### src/rtl/relu_sram_sweep_ctrl.sv
// In-place ReLU sweep over a contiguous range of a single-port scratch SRAM.
// Read/write alternate per word; the host port passes through while idle.
module relu_sram_sweep_ctrl #(
  parameter int unsigned ADDR_W = 12,
  parameter int unsigned DATA_W = 16
) (
  input  logic              clk,
  input  logic              rst_n,
  input  logic              start,
  input  logic [ADDR_W-1:0] base_addr,
  input  logic [ADDR_W:0]   len,
  output logic              busy,
  output logic              done,
  output logic [ADDR_W:0]   neg_cnt,
  input  logic              host_cs,
  input  logic              host_we,
  input  logic [ADDR_W-1:0] host_addr,
  input  logic [DATA_W-1:0] host_wdata,
  output logic              host_gnt,
  output logic [DATA_W-1:0] host_rdata,
  output logic              sram_cs,
  output logic              sram_we,
  output logic [ADDR_W-1:0] sram_addr,
  output logic [DATA_W-1:0] sram_wdata,
  input  logic [DATA_W-1:0] sram_rdata
);

  localparam int unsigned CNT_W = ADDR_W + 1;

  typedef enum logic [1:0] {
    S_IDLE = 2'd0,
    S_RD   = 2'd1,
    S_WR   = 2'd2,
    S_DONE = 2'd3
  } state_t;

  state_t            r_state,     w_state_nxt;
  logic [ADDR_W-1:0] r_cur_addr,  w_cur_addr_nxt;
  logic [CNT_W-1:0]  r_remaining, w_remaining_nxt;
  logic [CNT_W-1:0]  r_neg_cnt,   w_neg_cnt_nxt;
  logic              w_sign;

  assign w_sign     = sram_rdata[DATA_W-1];
  assign neg_cnt    = r_neg_cnt;
  assign host_rdata = sram_rdata;

  always_ff @(posedge clk) begin
    if (!rst_n) begin
      r_state     <= S_IDLE;
      r_cur_addr  <= '0;
      r_remaining <= '0;
      r_neg_cnt   <= '0;
    end else begin
      r_state     <= w_state_nxt;
      r_cur_addr  <= w_cur_addr_nxt;
      r_remaining <= w_remaining_nxt;
      r_neg_cnt   <= w_neg_cnt_nxt;
    end
  end

  // Next-state and SRAM port mux; the sweep owns the SRAM outside IDLE.
  always_comb begin
    w_state_nxt     = r_state;
    w_cur_addr_nxt  = r_cur_addr;
    w_remaining_nxt = r_remaining;
    w_neg_cnt_nxt   = r_neg_cnt;
    busy            = 1'b1;
    done            = 1'b0;
    host_gnt        = 1'b0;
    sram_cs         = 1'b0;
    sram_we         = 1'b0;
    sram_addr       = '0;
    sram_wdata      = '0;

    case (r_state)
      S_IDLE: begin
        busy       = 1'b0;
        host_gnt   = 1'b1;
        sram_cs    = host_cs;
        sram_we    = host_we;
        sram_addr  = host_addr;
        sram_wdata = host_wdata;
        if (start) begin
          w_cur_addr_nxt  = base_addr;
          w_remaining_nxt = len;
          w_neg_cnt_nxt   = '0;
          w_state_nxt     = (len != '0) ? S_RD : S_DONE;
        end
      end
      S_RD: begin
        sram_cs     = 1'b1;
        sram_addr   = r_cur_addr;
        w_state_nxt = S_WR;
      end
      S_WR: begin
        sram_cs    = 1'b1;
        sram_we    = 1'b1;
        sram_addr  = r_cur_addr;
        // Any word with the sign bit set (incl. -0 and negative NaN) clamps to zero.
        sram_wdata = w_sign ? '0 : sram_rdata;
        if (w_sign) begin
          w_neg_cnt_nxt = r_neg_cnt + CNT_W'(1);
        end
        w_remaining_nxt = r_remaining - CNT_W'(1);
        w_cur_addr_nxt  = r_cur_addr + ADDR_W'(1);
        w_state_nxt     = (r_remaining == CNT_W'(1)) ? S_DONE : S_RD;
      end
      S_DONE: begin
        done        = 1'b1;
        w_state_nxt = S_IDLE;
      end
      default: begin
        w_state_nxt = S_IDLE;
      end
    endcase
  end

endmodule
### config.mk
export PLATFORM = sky130hd
export DESIGN_NAME = relu_sram_sweep_ctrl
export DESIGN_NICKNAME = d
export VERILOG_FILES = /design/src/rtl/relu_sram_sweep_ctrl.sv
export SDC_FILE = /design/constraint.sdc
export NUM_CORES = 1
export LEC_CHECK = 0
export ABC_AREA = 1
export BUFFER_PORTS_ARGS = -buffer_cell sky130_fd_sc_hd__buf_4
export CAP_MARGIN = 20
export CORE_ASPECT_RATIO = 1.2
export CORE_UTILIZATION = 50
export DETAILED_ROUTE_END_ITERATION = 8
export PLACE_DENSITY_LB_ADDON = 0.08
export SETUP_SLACK_MARGIN = 0.15
export SLEW_MARGIN = 20
export SYNTH_ARGS = -nofsm -noshare
export SYNTH_HDL_FRONTEND = slang
export SYNTH_SLANG_ARGS = --single-unit
### constraint.sdc
create_clock -name clk -period 3.1 [get_ports clk]
set_clock_uncertainty 0.15 [all_clocks]
set_input_delay 0.62 -clock clk [delete_from_list [all_inputs] [get_ports clk]]
set_output_delay 0.62 -clock clk [all_outputs]
set_load 0.1 [all_outputs]
# == Yosys cells after proc, flatten, opt, wreduce, memory -nomap -nowiden ==
# Index checks and enable logic that the tools add are counted.
# W data, S select, Z words.
# word_totals
register_bits,40
word_cells,38
inputBits,74
output_inout_bits,62
# op_classes
add_sub_neg,3
n_mux,19
n_eq_ne,6
reduce_logical,6
# op_table
cell,n
$pmux W13 S2,2
$pmux W12 S2,2
$mux W13,3
$pmux W16 S2,1
$mux W15,1
$add A13 B1 Y13 const B,1
$eq A13 B1 Y1 const B,1
$reduce_bool A13 Y1,1
$sub A13 B1 Y13 const B,1
$add A12 B1 Y12 const B,1
$mux W12,1
$pmux W2 S4,1
$mux W2,3
$eq A2 B2 Y1 const B,2
$ne A2 B2 Y1 const B,2
$pmux W1 S2,2
$mux W1,3
$reduce_and A3 Y1,1
$eq A2 B1 Y1 const B,1
$logic_not A2 Y1,1
$reduce_and A2 Y1,1
$reduce_bool A2 Y1,1
$reduce_or A2 Y1,1

# == Depth between registers and ports, before layout ==
# depth
depth_word,4
ltp_mapped,12
ltp_nobuf,11

# == Least setup slack after synthesis ==
# Ideal clock, no wire load.
# synth_path
kind,flip-flop to output port
start,reg r_state[0]
end,out sram_addr[0]
slack_ns,-0.945
t_required_ns,2.330
n_path_buf,2
t_arrival_ns,3.275
path_stages_with_launch,7
cell_sequence,dfxtp_1 > inv_1 > ha_1 > buf_6 > clkbuf_1 > nand2_1 > a21oi_1
# synth_via
elab_chain_cells,3
word_cells_on_any_way,5
cone_classes,eq/ne (2); mux (1); reduce/logical (2)
# synth_rtl
item,line_no,rtl
"start, declared",37,"state_t r_state, w_state_nxt;"
"start signal, assigned",54,r_state <= w_state_nxt;
$eq A2 B2 Y1 / $eq A2 B1 Y1 (equally long branches),75,case (r_state)
$reduce_or A2 Y1 (no line),--,
$pmux W12 S2 *,75,
"end, declared",23,"output logic [ADDR_W-1:0] sram_addr,"
# Every way passes the cells marked *; elsewhere a longest branch is shown, timed or not.

# == Final worst setup path ==
# layout_path
start,reg r_state[0]
end,out sram_addr[9]
# Same word-level chain as after synthesis.

==> flow_summary.json <==
{
  "die_height_um": 86.6,
  "reg2reg_setup_slack_ns": 0.83,
  "dieArea_mm2": 0.00627,
  "path_delay_family": "buffers and inverters",
  "ant_nets": 0,
  "grt_overflow": 0,
  "critPathMaxStageDelay_ns": 0.39,
  "reg2reg_depth": 9,
  "syn-num-nets": 562,
  "setup_tns_ns": 0,
  "endpoint_kind": "output pin",
  "globalplace.congestion": 0.850,
  "synthArstFlopShare": 0,
  "clk_latency_ns": 0.30,
  "grt_pass1_vias": 3166,
  "grt_antenna_before_repair": 0,
  "htreeDepth": 2,
  "io_buffer_count": 135,
  "yosys_register_bits": 40,
  "clkSinkCount": 40,
  "crit_fanout": 34,
  "final_layout_size_suffix_gt1_frac": 0.316,
  "cp.required_ns": 2.33,
  "rsz0062_at_grt": "false",
  "synth_cell_types": 36,
  "area.growth.synth_to_final_pct": 39.8,
  "ios": 136,
  "hold_viol": 0,
  "synth_warnings": 0,
  "drc_errors": 0,
  "max_freq_mhz": 383,
  "fin_ws_ns": 0.487,
  "pre_cts_ws_ns": 0.553,
  "tightest_slew_ns": 0.877,
  "routedWlPerCell_um": 13.7,
  "synth_area_leaders": "dfxtp_1 27%, nand2_1 17%, a21oi_1 8.1%, inv_1 6.0%, nor2_1 6.0%",
  "die_w_um": 72.5,
  "diodes": 0,
  "hold_depth": 2,
  "synth_flop_cell": "dfxtp_1",
  "dp.final_hpwl_um": 6860,
  "syn-cell-area_mm2": 0.00298,
  "slowest_stage": "ha_4",
  "drt-initial-drc-count": 200,
  "whs_endpoint": "r_remaining[10]$_SDFFE_PN0P_",
  "synth_edf_count": 0,
  "start_util": 0.522,
  "finalCritPeriodShare": 0.843,
  "synth.avg_cell_area_um2": 6.22,
  "cp.depth": 5,
  "crit_arrival_ns": 1.84,
  "worstPathCellList": "inv_1, ha_4, nand2_1, a21oi_4, buf_4",
  "postCtsSetupBuffers": 0,
  "status": "finished, final reports clean",
  "path_clk_slew_ns": 0.08,
  "hold_path.class": "register to register",
  "nNetsFinal": 673,
  "vias_per_cell": 5.37,
  "grt_max_degree": 35,
  "track_usage": 0.293,
  "critPathLaunchType": "register",
  "fillers": 506,
  "synth_top_area_cell": "dfxtp_1",
  "cellLeakagePower_nw": 1.88,
  "clockRootBuffer": "clkbuf_8",
  "fin_crit_ns": 2.61,
  "final-setup-viol-count": 0,
  "slew_violations": 0,
  "r2r-end": "r_cur_addr[7]$_SDFFE_PN0P_",
  "synth_top_area_share": 0.269,
  "cap_violations": 0,
  "row_count": 30,
  "drt-pass1-iter-count": 5,
  "vias": 3605,
  "yosysSeqAreaShare": 0.269,
  "critPathKind": "register to output pin",
  "cts_tree": "done",
  "clockBufferDepth": 2,
  "worst_hold_startpoint": "r_remaining[10]$_SDFFE_PN0P_",
  "path_buf_inv": 2,
  "grt_pass1_wl_um": 14600,
  "netlist_instances": 479,
  "reg2reg_from": "r_state[0]$_SDFFE_PN0P_",
  "cts_buffers": 5,
  "vdd_drop_max_mv": 0.368,
  "routed_wl_um": 9190,
  "power-per-cell-area_mw_per_mm2": 667,
  "relSlewSlack": 0.415,
  "placeableCoreArea_mm2": 0.00571
}
## through the flow
stage	hold WS (ns)	area [um^2]	std cells	power, mW	util
floorplan	0.307	3150	479	2.07	-
global placement	0.319	4070	663	2.39	0.713
detailed placement	0.329	4070	663	2.42	0.713
CTS	0.341	4160	671	2.77	0.728
global route	0.365	4170	671	2.92	0.730
finish	0.339	4170	671	2.78	0.730
## cell usage in the layout (no fill, tap or decap), drive strengths merged
cell / n
buf: 137
nand2: 137
inv: 54
nor2: 51
a21oi: 48
dfxtp: 40
nand3: 30
o21ai: 19
a22o: 15
nand4: 12
ha: 9
nor3: 7
clkbuf: 7
a31oi: 6
o211ai: 3
a211oi: 3
a21o: 2
a22oi: 2
xor2: 2
xnor2: 2
o21bai: 1
nand3b: 1
a21boi: 1
o21a: 1
clkinv: 1
## where the power goes
group / total (mW) / internal [mW] / switching, mW
combinational: 1.79 / 0.459 / 1.33
clock: 0.351 / 0.161 / 0.190
sequential: 0.637 / 0.572 / 0.0648
total: 2.78 / 1.19 / 1.59
## timing repair
action | CTS | global route
hold buffers | 0 | 0
setup endpoints to repair | 0 | 9
gates resized for setup | 0 | 1
## layer usage
metal / track usage / up-vias / routed length, um
met2: 0.540 / 154 / 4790
met3: 0.0535 / 19 / 702
li1: - / 1780 / -
met4: 0.0660 / 0 / 113
met1: 0.349 / 1652 / 3580
met5: 0 / - / 0
## tightest hold or removal path, delay by kind of cell (launching register included)
family           cells  cell delay [ns]
flip-flops           1             0.33
AO/OA/AOI/OAI        1             0.06
AND/OR/NAND/NOR      1             0.06
## flip-flops by register name, indices dropped and copies added (netlist names)
register and cells:
neg_cnt 13, r_cur_addr 12, r_remaining 13, r_state 2
## cell type report
cell class | instances | area [um^2] | area share
Sequential cell | 40 | 801 | 0.192
Inverter | 54 | 205 | 0.0493
Clock buffer | 7 | 76.3 | 0.0183
Timing Repair Buffer | 137 | 1030 | 0.247
Multi-Input combinational cell | 352 | 1950 | 0.467
Clock inverter | 1 | 8.76 | 0.00210
Tap cell | 80 | 100 | 0.0240
## cell families after synthesis
logic type / count (synthesis) / share of synthesized area
AOI/OAI and AO/OA: 101 / 0.202
xor gates and xnor gates: 4 / 0.0118
adders and majority gates: 9 / 0.0378
buffers and inverters: 87 / 0.137
DFF: 40 / 0.269
and+or+nand+nor: 238 / 0.342
## Yosys cell counts (all sizes together) (3+ instances only)
cell,n
nand2,137
inv,54
nor2,51
a21oi,48
dfxtp,40
nand3,30
buf,25
o21ai,19
a22o,15
nand4,12
ha,9
clkbuf,8
nor3,7
a31oi,6
a211oi,3
o211ai,3
## how the worst max path moves through the flow
stage                            start            end  slack, ns
3_5_place_dp   r_state[0]$_SDFFE_PN0P_   sram_addr[9]       0.55
4_1_cts        r_state[1]$_SDFFE_PN0P_   sram_addr[9]       0.24
2_1_floorplan  r_state[0]$_SDFFE_PN0P_        sram_cs       0.18
3_3_place_gp   r_state[0]$_SDFFE_PN0P_   sram_addr[9]       0.65
6_report       r_state[0]$_SDFFE_PN0P_   sram_addr[9]       0.49
5_1_grt        r_state[0]$_SDFFE_PN0P_  sram_wdata[7]       0.36
Note: power is estimated with default switching activity, not from simulation.
